<file path="config.mk">
export PLATFORM = sky130hd
export DESIGN_NAME = multicycle_adder_module
export DESIGN_NICKNAME = d
export VERILOG_FILES = /design/src/rtl/multicycle_adder_module.sv
export SDC_FILE = /design/constraint.sdc
export NUM_CORES = 1
export LEC_CHECK = 0
export CORE_ASPECT_RATIO = 1.1
export CORE_MARGIN = 3
export CORE_UTILIZATION = 45
export DETAILED_ROUTE_END_ITERATION = 6
export GPL_TIMING_DRIVEN = 0
export HOLD_SLACK_MARGIN = 0.15
export PLACE_DENSITY = 0.72
export SYNTH_ARGS = -nofsm -noshare
export SYNTH_HDL_FRONTEND = slang
export SYNTH_SLANG_ARGS = --single-unit
</file>
<file path="constraint.sdc">
create_clock -name clk -period 7.9 [get_ports clk]
set_clock_uncertainty 0.2 [all_clocks]
set_input_delay 1.58 -clock clk [delete_from_list [all_inputs] [get_ports clk]]
set_output_delay 1.58 -clock clk [all_outputs]
set_load 0.1 [all_outputs]
</file>
<file path="src/rtl/multicycle_adder_module.sv">
// Bit-serial-by-slice adder/subtractor: SLICE bits per cycle, LSB slice first,
// with a registered carry between slices and valid/ready on both sides.

module full_adder_gatelevel_module (
    input  logic a,
    input  logic b,
    input  logic cin,
    output logic s,
    output logic cout
);
    logic axb;
    logic gen;
    logic prop;

    assign axb  = a ^ b;
    assign s    = axb ^ cin;
    assign gen  = a & b;
    assign prop = axb & cin;
    assign cout = gen | prop;
endmodule

module multicycle_adder_module #(
    parameter int WIDTH = 32,
    parameter int SLICE = 4
) (
    input  logic             clk,
    input  logic             reset,
    input  logic             in_valid,
    output logic             in_ready,
    input  logic [WIDTH-1:0] a,
    input  logic [WIDTH-1:0] b,
    input  logic             cin,
    input  logic             sub,
    output logic             out_valid,
    input  logic             out_ready,
    output logic [WIDTH-1:0] sum,
    output logic             cout,
    output logic             overflow,
    output logic             busy
);
    localparam int NSLICE = WIDTH / SLICE;
    localparam int IDXW   = (NSLICE > 1) ? $clog2(NSLICE) : 1;
    localparam logic [IDXW-1:0] LAST = IDXW'(NSLICE - 1);

    if (WIDTH % SLICE != 0) begin : g_bad_slice
        $error("WIDTH must be a multiple of SLICE");
    end

    typedef enum logic [1:0] {IDLE, RUN, DONE} state_t;

    state_t            state;
    state_t            next_state;
    logic [IDXW-1:0]   idx;
    logic              carry;
    logic [WIDTH-1:0]  a_reg;
    logic [WIDTH-1:0]  b_reg;
    logic [SLICE-1:0]  a_slice;
    logic [SLICE-1:0]  b_slice;
    logic [SLICE-1:0]  slice_sum;
    logic [SLICE:0]    chain;
    int                base;

    assign base    = int'(idx) * SLICE;
    assign a_slice = a_reg[base +: SLICE];
    assign b_slice = b_reg[base +: SLICE];
    assign chain[0] = carry;

    for (genvar g = 0; g < SLICE; g++) begin : g_ripple
        full_adder_gatelevel_module u_fa (
            .a    (a_slice[g]),
            .b    (b_slice[g]),
            .cin  (chain[g]),
            .s    (slice_sum[g]),
            .cout (chain[g+1])
        );
    end

    always_ff @(posedge clk) begin
        if (reset) state <= IDLE;
        else       state <= next_state;
    end

    always_comb begin
        next_state = state;
        in_ready   = 1'b0;
        out_valid  = 1'b0;
        busy       = 1'b0;
        unique case (state)
            IDLE: begin
                in_ready = 1'b1;
                if (in_valid) next_state = RUN;
            end
            RUN: begin
                busy = 1'b1;
                if (idx == LAST) next_state = DONE;
            end
            DONE: begin
                busy      = 1'b1;
                out_valid = 1'b1;
                if (out_ready) next_state = IDLE;
            end
            default: next_state = IDLE;
        endcase
    end

    // Subtraction is a + ~b + !borrow_in, so the inverted operand and carry are latched at accept
    always_ff @(posedge clk) begin
        if (reset) begin
            idx      <= '0;
            carry    <= 1'b0;
            a_reg    <= '0;
            b_reg    <= '0;
            sum      <= '0;
            cout     <= 1'b0;
            overflow <= 1'b0;
        end else begin
            unique case (state)
                IDLE: begin
                    if (in_valid) begin
                        a_reg <= a;
                        b_reg <= sub ? ~b : b;
                        carry <= cin ^ sub;
                        idx   <= '0;
                    end
                end
                RUN: begin
                    sum[base +: SLICE] <= slice_sum;
                    carry              <= chain[SLICE];
                    if (idx == LAST) begin
                        cout     <= chain[SLICE];
                        overflow <= chain[SLICE] ^ chain[SLICE-1];
                    end else begin
                        idx <= idx + 1'b1;
                    end
                end
                default: ;
            endcase
        end
    end
endmodule

</file>
# After elaboration in Yosys (flattened, before gate mapping)
# Index checks and enable logic that the tools add are counted.
# word_totals
inputBits	70
word_cells	66
out_inout_bits	37
ff_bits	104
# classes
muxes	14
addsub	2
shift	4
n_eq_ne	7
bitwise_logic	23
n_reduce_logical	8
# ops
op	n
$shiftx 32x6->4	2
$neg 5->33	1
$shift 4x33->32 const A	1
$shiftx 4x33->32	1
$bwmux 32	1
$mux 32	1
$not 32->32	1
$xor 1x1->1	10
$and 1x1->1	8
$ne 2x2->1 const B	4
$mux 2	3
$mux 3	2
$pmux 2 s3	1
$pmux 3 s2	1
$reduce_and 2->1	3
$reduce_and 3->1	2
$mux 1	4
$or 1x1->1	4
$add 3x1->3 const B	1
$eq 3x3->1 const B	1
$eq 2x1->1 const B	1
$eq 2x2->1 const B	1
$logic_not 2->1	1
$pmux 1 s2	1
other kinds (2)	2

# Depth between registers and ports, before layout
# Gate-level depths: netlist of run 1.
# depth
depth_word	11
depth_mapped	14
depth_no_buf	12

# Modules after synthesis
# Synthesis of run 1 repeated with hierarchy kept, for this count alone.
# unflattened
hier_cells	545
hier_area_um2	4987.3
# by_module_without_submodules
mod	n_inst	seq_area_each_um2	cells_each	area_per_inst_um2
multicycle_adder_module	1	2082.0	541	4907.2
full_adder_gatelevel_module	4	0.0	1	20.0

# Worst setup path before layout of run 1
# OpenSTA, ideal clock, no wires.
# synth_path
path_type	flip-flop to flip-flop
start	register idx[2]
end	register carry
setup_ps	131
path_buffers	2
stages_incl_launch_ff	15
t_arrival_ps	3110
setup_slack_ps	4459
t_required_ps	7569
period_less_slack_ps	3441
path_cell_list	dfxtp_1 buf_2 buf_1 mux4_2 nand2_1 nand2_1 fa_1 inv_1 fa_1 fa_1 inv_1 fa_1 mux2_2 o32ai_1 nor3_1
# synth_via
elab_chain_cells	11
word_cells_on_any_way	19
classes_between	2 x shift; 1 x mux; 16 x bitwise
# synth_rtl
item	line_no	text
start: declaration	53	logic [IDXW-1:0] idx;
start signal: assignment	133	idx <= idx + 1'b1;
$shiftx 32x6->4, on equally long branches	64, 65	
$xor 1x1->1	15	assign axb = a ^ b;
$and 1x1->1	18	assign prop = axb & cin;
$or 1x1->1	19	assign cout = gen | prop;
$and 1x1->1	18	
$or 1x1->1	19	
$and 1x1->1	18	
$or 1x1->1	19	
$and 1x1->1	18	
$or 1x1->1 *	19	
named net g_ripple[3].u_fa.cout	9	output logic cout
$pmux 1 s2 *	117	unique case (state)
end signal: assignment	122	carry <= cin ^ sub;
end signal: assignment	128	carry <= chain[SLICE];
end: declaration	54	logic carry;
# The timed path passes the listed nets; every way through them passes the cells marked *.
# A chain may end at the register's enable or synchronous reset.

# Worst setup path in the final report of run 1
# layout_path
start	register state[0]
end	output port in_ready
# layout_via
elab_chain_cells	2
# layout_rtl
item	line_no	text
start: declaration	51	state_t state;
start signal: assignment	80	else state <= next_state;
$logic_not 2->1	88	unique case (state)
$mux 1	88	
end: declaration	29	output logic in_ready,
# Every way passes these cells.

==> impl_metrics.tcl, run 1 <==
set metrics [dict create \
    cts_root_buf "clkbuf_16" \
    cts_resized 0 \
    post-place-ws_ns 3.794 \
    yosys.area_share.simple_pct 19.30 \
    path_delay_family "buffers and inverters" \
    critPathArrivalTime_ns 2.25 \
    dp_hpwl_um 9807 \
    synth-adder-area-share_pct 4.094 \
    portBuffers 105 \
    cts.clk_slew.worst_paths_ns 0.07 \
    clk_latency_ns 0.34 \
    finalCritPeriodShare_pct 51.04 \
    cp.buffers_inverters 2 \
    crit_type "reg -> out" \
    switching_power_uw 649.2 \
    ys_seq_area_share_pct 41.54 \
    antenna_found_initial 0 \
    p_int_uw 1071 \
    synth_xor_xnor_area_share_pct 5.941 \
    setup_viol 0 \
    start_util_pct 47.12 \
    wire_per_inst_um 15.50 \
    numCtsBuffers 9 \
    max_freq_ghz 0.2480 \
    synth-seq-cells 104 \
    antenna_cells 0 \
    ir_worst_vdd_mv 0.1398 \
    ys_warn_count 0 \
    num_rows 39 \
    fp.dieArea_um2 12440 \
    grt_pass1_wl_um 20090 \
    outcome "complete, no violations" \
    ios 107 \
    min_path_type "reg -> reg" \
    syn_to_final_growth_pct 29.88 \
    path_cells "inv_1 > ha_1 > clkdlybuf4s50_1" \
    grt_pass1_vias 4283 \
    overflow 0 \
    syn_area_um2 5012 \
    max_stage_delay_ns 1.20 \
    synth_fp_nets 621 \
    cap_violations 0 \
    drt-total-wl_um 12420 \
    h-tree-depth 3 \
    ant_nets 0 \
    cts_sinks 104 \
    viasPerCell 5.189 \
    grtUsageTotal_pct 20.33 \
    grt_max_degree 17 \
    p_clk_share_pct 23.6 \
    period_minus_slack_ns 4.032 \
    synth-compound-area-share_pct 9.785 \
    switching_share_pct 37.75 \
    netlist_instances 537 \
    final_nets 737 \
    drt_iter0_drc 219 \
    path_max_fanout 7 \
    die_width_um 106.6 \
    drc 0 \
    hold_violations 0 \
    power_density_nw_per_um2 264.2 \
    slew_headroom_pct 34.14 \
    avgSynthCellArea_um2 9.334 \
    drt_first_pass_iters 4 \
    async_reset_ff_share_pct 0 \
    finalWeightedCongestion 0.8314 \
    critPathLaunchType "flip-flop" \
    reg2reg_from "idx[2]$_SDFFE_PP0P_" \
    die_h_um 116.7 \
    synth_edf_count 0 \
    synthMuxAreaShare_pct 15.30 \
    netlist-cell-type-count 39 \
    worstPathRequired_ns 6.12 \
    cp-end-kind "output port" \
    postCtsHoldBufs 0 \
    yosys_most_used_dff "dfxtp_1" \
    synth_top_family_by_area "simple AND/OR/NAND/NOR gates" \
    tritoncts "done" \
    layout-drive-gt1-share_pct 8.663 \
    vias 4156 \
    crit_start "state[0]$_SDFFE_PP0P_" \
    holdWs_ns 0.2612 \
    worst_pin_slew_ns 0.9848 \
    p_leak_uw 0.002344 \
    cp_slowest_cell "clkdlybuf4s50_1" \
    combPwrFrac_pct 37.5 \
    min-delay-start "a_reg[17]$_SDFFE_PP0P_" \
    p_seq_share_pct 38.9 \
    slew_violations 0 \
    max-clock-path-buffers 2 \
    core-area_um2 10640 \
    rsz0062_at_grt "no" \
    tns_ns 0 \
    postCtsSetupBuffers 0 \
    fin_ws_ns 3.868 \
]
==> routing by layer <==
metal / share of wire, % / wire (um) / vias up / GRT usage, %
met1: 45 / 5594 / 1964 / 24.97
met3: 4.8 / 596 / 14 / 3.704
met4: 1.1 / 136 / 0 / 5.968
met2: 49 / 6089 / 117 / 36.61
met5: 0 / 0 / - / 0
li1: - / - / 2061 / -
==> final timing paths <==
kind	to	slack, ns	depth (start not counted)
hold reg to reg	a_reg[17]$_SDFFE_PP0P_	0.26	2
setup / recovery	in_ready	3.87	3
setup reg to reg	carry$_SDFFE_PP0P_	3.99	14
hold / removal	a_reg[17]$_SDFFE_PP0P_	0.26	2
==> tightest hold or removal path: stages, from the launching register on <==
cell and delay (ns):
dfxtp_1 0.31, nand2_1 0.05, a21oi_1 0.05
==> cells by family after synthesis <==
group           count (synthesis)
mux                            55
buf+inv                        51
xor+xnor                       34
simple gates                  202
flops                         104
fa+ha+maj                      14
compound gates                 77
==> placed cells by master (no fill, tap or decap), types with 4 or more instances in the layout <==
cell type | netlist | final
nand2b_1 | 27 | 27
a211oi_1 | 32 | 32
ha_1 | 10 | 10
nor2_1 | 43 | 43
clkdlybuf4s50_1 | 0 | 105
fa_1 | 4 | 4
mux2i_1 | 26 | 26
inv_1 | 10 | 10
a21oi_1 | 35 | 35
nand2_1 | 92 | 92
nor3_1 | 5 | 5
xnor2_1 | 33 | 33
mux4_2 | 16 | 16
dfxtp_1 | 104 | 104
buf_2 | 8 | 8
clkbuf_1 | 28 | 31
nor2b_1 | 16 | 16
mux2_2 | 13 | 13
clkbuf_16 | 0 | 9
==> power groups by stage <==
stage / logic (uW) / registers [uW] / clock network (uW)
after global placement: 633 / 673 / 0
after global routing: 705 / 676 / 433
after floorplan: 428 / 700 / 0
after CTS: 650 / 667 / 412
after detailed placement: 649 / 677 / 0
final: 645 / 668 / 406
==> per-stage QoR <==
step                util, %  cell area (um^2)  total power [uW]  instances
floorplan                 -              5012              1128        537
global placement      58.68              6242              1307        785
detailed placement    58.68              6242              1327        785
CTS                   61.20              6510              1729        801
global route          61.20              6510              1815        801
finish                61.20              6510              1720        801
==> layout make-up <==
type	count	area (um^2)
plain buffers	40	161.4
inverters	11	41.29
fillers	991	4128
clock buffers	12	236.5
flip-flops and latches	104	2082
multi-input cells	382	2728
clock inverters	4	31.28
repair buffers	105	1051
well taps	143	178.9
==> cell usage after synthesis, types with 4 or more instances <==
| master | n | area share (%) |
|---|---|---|
| a211oi_1 | 32 | 4.8 |
| a21oi_1 | 35 | 3.5 |
| buf_2 | 8 | 0.80 |
| clkbuf_1 | 28 | 2.1 |
| dfxtp_1 | 104 | 42 |
| fa_1 | 4 | 1.6 |
| ha_1 | 10 | 2.5 |
| inv_1 | 10 | 0.75 |
| mux2_2 | 13 | 2.9 |
| mux2i_1 | 26 | 5.2 |
| mux4_2 | 16 | 7.2 |
| nand2_1 | 92 | 6.9 |
| nand2b_1 | 27 | 3.4 |
| nor2_1 | 43 | 3.2 |
| nor2b_1 | 16 | 2.0 |
| nor3_1 | 5 | 0.50 |
| xnor2_1 | 33 | 5.8 |
Power figures use the tool's default switching activity.
==> inputs of run 2 (changes only) <==
--- a/config.mk
+++ b/config.mk
@@ -11,7 +11,7 @@
 export DETAILED_ROUTE_END_ITERATION = 6
 export GPL_TIMING_DRIVEN = 0
 export HOLD_SLACK_MARGIN = 0.15
-export PLACE_DENSITY = 0.72
+export PLACE_DENSITY = 0.75
 export SYNTH_ARGS = -nofsm -noshare
 export SYNTH_HDL_FRONTEND = slang
 export SYNTH_SLANG_ARGS = --single-unit
==> constraint.sdc (replaced) <==
create_clock -name clk -period 3.6 [get_ports clk]
set_clock_uncertainty 0.2 [all_clocks]
set_input_delay 0.72 -clock clk [delete_from_list [all_inputs] [get_ports clk]]
set_output_delay 0.72 -clock clk [all_outputs]
set_load 0.1 [all_outputs]
==> impl_metrics.tcl, run 2 (synthesized netlist as in run 1, its figures left out) <==
set metrics [dict create \
    core-area_um2 10640 \
    grt_pass1_wl_um 20310 \
    portBuffers 105 \
    cts_sinks 104 \
    drt_first_pass_iters 4 \
    grt_max_degree 19 \
    ant_nets 0 \
    antenna_found_initial 0 \
    drt-total-wl_um 12660 \
    combPwrFrac_pct 37.1 \
    p_int_uw 2381 \
    wire_per_inst_um 15.80 \
    syn_to_final_growth_pct 30.93 \
    post-place-ws_ns -0.2967 \
    grt_pass1_vias 4218 \
    tritoncts "done" \
    place_area_um2 6242 \
    switching_share_pct 38.02 \
    fillerInstances 953 \
    postCtsHoldBufs 0 \
    p_leak_uw 0.002363 \
    layout-drive-gt1-share_pct 9.726 \
    outcome "complete, no violations" \
    fp.dieArea_um2 12440 \
    h-tree-depth 3 \
    fin_ws_ns 0.1846 \
    cts.clk_slew.worst_paths_ns 0.07 \
    grtUsageTotal_pct 20.61 \
    hold_violations 0 \
    antenna_cells 0 \
    min_path_type "reg -> reg" \
    finalWeightedCongestion 0.8576 \
    cts_root_buf "clkbuf_16" \
    ir_worst_vdd_mv 0.3448 \
    critPathArrivalTime_ns 3.43 \
    total_power_uw 3842 \
    vias 4200 \
    switching_power_uw 1461 \
    overflow 0 \
    power_density_nw_per_um2 585.5 \
    rsz0062_at_grt "no" \
    slew_headroom_pct 33.56 \
    max-clock-path-buffers 2 \
    layout_common_cells "clkdlybuf4s50_1, dfxtp_1, nand2_1" \
    fin_area_um2 6563 \
    place_inst 785 \
    numCtsBuffers 9 \
    drc 0 \
    setup_viol 0 \
    num_rows 39 \
    path_max_fanout 10 \
    crit_type "reg -> reg" \
    cap_violations 0 \
    slew_violations 0 \
    p_seq_share_pct 38.3 \
    ff_latch_area_um2 2083 \
    finalCritPeriodShare_pct 94.87 \
    final_common_cell "clkdlybuf4s50_1" \
    final_cells 801 \
    p_clk_share_pct 24.7 \
    die_h_um 116.7 \
    worst_pin_slew_ns 0.9934 \
    fin_util_pct 61.69 \
    final_nets 737 \
    period_minus_slack_ns 3.415 \
    start_util_pct 47.12 \
    die_width_um 106.6 \
    cp-end-kind "flip-flop" \
    max_freq_ghz 0.2928 \
    critPathLaunchType "flip-flop" \
    viasPerCell 5.243 \
    ios 107 \
    worstPathRequired_ns 3.62 \
    drt_iter0_drc 217 \
    multi_input_area_um2 2730 \
    clk_latency_ns 0.35 \
    dp_hpwl_um 9820 \
]
==> run 2: final timing paths <==
path	cells past startpoint	slack, ns	endpoint	from
hold / removal	2	0.26	a_reg[21]$_SDFFE_PP0P_	a_reg[21]$_SDFFE_PP0P_
setup / recovery	13	0.18	carry$_SDFFE_PP0P_	idx[2]$_SDFFE_PP0P_
setup reg to reg	13	0.18	carry$_SDFFE_PP0P_	idx[2]$_SDFFE_PP0P_
hold reg to reg	2	0.26	a_reg[21]$_SDFFE_PP0P_	a_reg[21]$_SDFFE_PP0P_
==> run 2: final cells by class <==
cell class	instances	share of cell area [%]
inverters	11	0.6292
multi-input cells	382	41.60
clock buffers	10	3.642
flip-flops and latches	104	31.74
plain buffers	40	2.879
well taps	143	2.726
clock inverters	6	0.7626
repair buffers	105	16.02
==> run 2: power by group through the flow <==
stage | clock network (uW) | registers [uW] | logic [uW]
finish | 947 | 1470 | 1420
global route | 998 | 1490 | 1560
CTS | 953 | 1470 | 1420
detailed placement | 0 | 1490 | 1420
global placement | 0 | 1480 | 1380
floorplan | 0 | 1540 | 939
==> run 2: worst max-delay path, stage by stage, from the launching register on <==
cell and delay (ns):
dfxtp_1 0.40, buf_6 0.20, mux4_2 0.54, nand2_1 0.09, nand2_1 0.08, fa_1 0.39, inv_1 0.08, fa_1 0.18
fa_1 0.20, inv_1 0.06, fa_2 0.38, mux2_2 0.28, o32ai_1 0.13, nor3_1 0.07
==> run 2: timing repair <==
action / CTS / global route
gates cloned: 0 / 0
endpoints found under the setup margin: 13 / 10
setup buffers: 0 / 0
resized for setup: 6 / 7
==> run 2: layer usage <==
| layer | vias up | GRT usage (%) | wire length [um] |
|---|---|---|---|
| met3 | 15 | 3.538 | 686 |
| li1 | 2058 | - | - |
| met1 | 1993 | 24.84 | 5391 |
| met2 | 134 | 37.32 | 6340 |
| met4 | 0 | 7.076 | 238 |
| met5 | - | 0 | 0 |
==> run 2: per-stage QoR <==
stage / hold WS, ns / TNS [ns]
finish: 0.2580 / 0
global route: 0.2716 / 0
CTS: 0.2585 / 0
detailed placement: 0.2489 / -2.263
global placement: 0.2404 / -2.205
floorplan: 0.2331 / 0
==> edit (config.mk and constraints of run 1) <==
Reset style: asynchronous (`reset`), changed in 2 clocked blocks.
--- a/src/rtl/multicycle_adder_module.sv
+++ b/src/rtl/multicycle_adder_module.sv
@@ -75,7 +75,7 @@
         );
     end
 
-    always_ff @(posedge clk) begin
+    always_ff @(posedge clk or posedge reset) begin
         if (reset) state <= IDLE;
         else       state <= next_state;
     end
@@ -104,7 +104,7 @@
     end
 
     // Subtraction is a + ~b + !borrow_in, so the inverted operand and carry are latched at accept
-    always_ff @(posedge clk) begin
+    always_ff @(posedge clk or posedge reset) begin
         if (reset) begin
             idx      <= '0;
             carry    <= 1'b0;
Behaviour: differs if reset is asserted again (counterexample within 4 cycles, from zero or initial values and one cycle with reset high); with reset held inactive, the same outputs for 10 cycles.
==> edit against run 1 <==
Non-clock buffer count is 18 lower; design area grew 3.6%; wire length fell by 12%; sequential cell count unchanged; first-iteration DRC count shrank 44%; synthesized area grew 2.5%; synthesized cell count is 24% lower; worst setup slack got worse by 0.011 ns; hold slack better by 0.017 ns; count of clock-buffer cells in the layout is 2 lower.
Power is not compared: it rests on default switching activity, and its combinational part moved more than twofold at a synthesized area within 25%.
==> edit: results (changes against run 1) <==
status=complete, no violations; GRT Util Overall=18.0% (-2.3 points); clk_lat worst skew=0.34 ns (about the same); r2r endpoint=sum[27]; mux contribution to synthesized area=22.4% (+7.1 points); via/cell ratio=5.01 (-3.4%); initial drt markers=123 (-44%); XOR/XNOR share of the synthesized area=5.80% (-0.14 points); arrival time at the worst endpoint=2.26 ns; initial antenna violation count=0 (unchanged); HPWL Detailed=8.31 mm (-15%); reg2reg setup slack=4.20 ns (+0.21 ns); synth cell count leaders=dfrtp_1, mux2_2, nand2_1; sequential share of the synthesized area=50.7% (+9.1 points); Hold EP=b_reg[31]; syn_nets=491 (-21%); Static Leak=2.93 nW; Reg-to-Reg Start=idx[2]; CP top delay family=buffers and inverters; setup bufs post-CTS=0 (unchanged); Worst-Margin Slew=1.01 ns (+0.0271 ns); first-pass GRT wire length=18.0 mm (-10%); Hold Crit Class=flip-flop to flip-flop; Fill cells=887 (-10%); Hold Crit Start=b_reg[31]; Placement Cell Area=6400 um2 (+2.6%); Antenna Cells=0 (unchanged); WL/cell=16.1 um (+3.9%); WHS Path Cells=2 (unchanged); Compound-Gate Fraction of Synth Area=5.02% (-4.8 points); Critical Path Slowest Stage Cell=clkdlybuf4s50_1; Netlist cell types=34 (-13%); Adder-Cell Fraction of Synth Area=3.99% (-0.10 points); CTS Buf Count=9 (unchanged); vias in the first global route=3610 (-16%); largest net degree at the start of global routing=72 (+55); CTS resizes=0 (unchanged); critical path peak fanout=6 (-1); asr flop ratio synth=100% (+100 points); Longest Clk Path Bufs=2 (unchanged); Area contributors post-synth=dfrtp_1, mux2_2, mux4_2; Total Nets Final=608 (-18%); Reg clk slew, reported paths=0.07 ns (about the same); DRT Pass-1 Iters=5 (+1); CP Launch Point=state[1]; Slowest Stage Delay on Critical Path=1.18 ns (-0.02 ns); share of cells above drive strength 1=22.1% (+13 points); Placer Congestion=0.780 (-6.2%)
edit: cell types whose count changed after synthesis, moves of 5 or more:
cell / before / now
a211oi_1: 32 / 0
a21oi_1: 35 / 0
clkbuf_1: 28 / 7
dfrtp_1: 0 / 104
dfxtp_1: 104 / 0
inv_1: 10 / 15
mux2_1: 0 / 5
mux2_2: 13 / 57
mux2i_1: 26 / 9
nand2_1: 92 / 51
nand2b_1: 27 / 5
nor2_1: 43 / 13
nor2b_1: 16 / 1
o21ai_0: 3 / 34
edit: tightest hold or removal path: stages (launching register included):
cell	delay [ns]
dfrtp_1	0.34
nand2_1	0.04
o21ai_0	0.06
edit: routing by layer:
metal	up-vias	share of wire [%]	GRT usage [%]
met5	-	0	0
met4	0	0.69	4.26
li1	1635	-	-
met2	78	51	30.8
met1	1669	44	23.9
met3	6	3.7	2.91
edit: cells by family after synthesis:
group	count (synthesis)
xor gates and xnor gates	34
AOI/OAI and AO/OA	44
and+or+nand+nor	87
buffers and inverters	37
DFF	104
muxes	87
adders and majority gates	14
edit: final cells by class:
type | instances | area [um2] | area share (%)
clock inverter | 6 | 115 | 1.71
buffer | 21 | 121 | 1.80
inverter | 16 | 62.6 | 0.927
multi-input combinational | 266 | 2350 | 34.9
sequential | 104 | 2600 | 38.6
clock buffer | 10 | 229 | 3.39
timing repair buffer | 106 | 1080 | 16.0
tap | 147 | 184 | 2.73
edit: worst max-delay path by stage:
stage / endpoint / slack (ns) / cells past startpoint
final: in_ready / 3.86 / 3
after global routing: in_ready / 3.76 / 3
after CTS: in_ready / 3.82 / 3
after detailed placement: sum[27] / 4.18 / 14
after global placement: a_reg[6] / 1.95 / 2
after floorplan: a_reg[0] / 3.39 / 1
edit: power groups by stage:
| stage | Clock (mW) | Sequential (mW) | Combinational, mW |
|---|---|---|---|
| floorplan | 0 | 1.11 | 0.852 |
| global placement | 0 | 0.860 | 1.45 |
| detailed placement | 0 | 0.873 | 1.48 |
| CTS | 0.513 | 0.865 | 1.48 |
| global route | 0.534 | 0.891 | 1.58 |
| finish | 0.506 | 0.865 | 1.47 |
edit: through the flow:
| step | power [mW] | hold WS [ns] | cells | setup slack, ns | utilization (%) |
|---|---|---|---|---|---|
| finish | 2.84 | 0.278 | 676 | 3.86 | 61.3 |
| global route | 3.01 | 0.307 | 676 | 3.76 | 61.3 |
| CTS | 2.86 | 0.284 | 676 | 3.82 | 61.3 |
| detailed placement | 2.35 | 0.269 | 660 | 4.18 | 58.1 |
| global placement | 2.31 | 0.257 | 659 | 1.95 | 57.9 |
| floorplan | 1.96 | 0.245 | 407 | 3.39 | - |
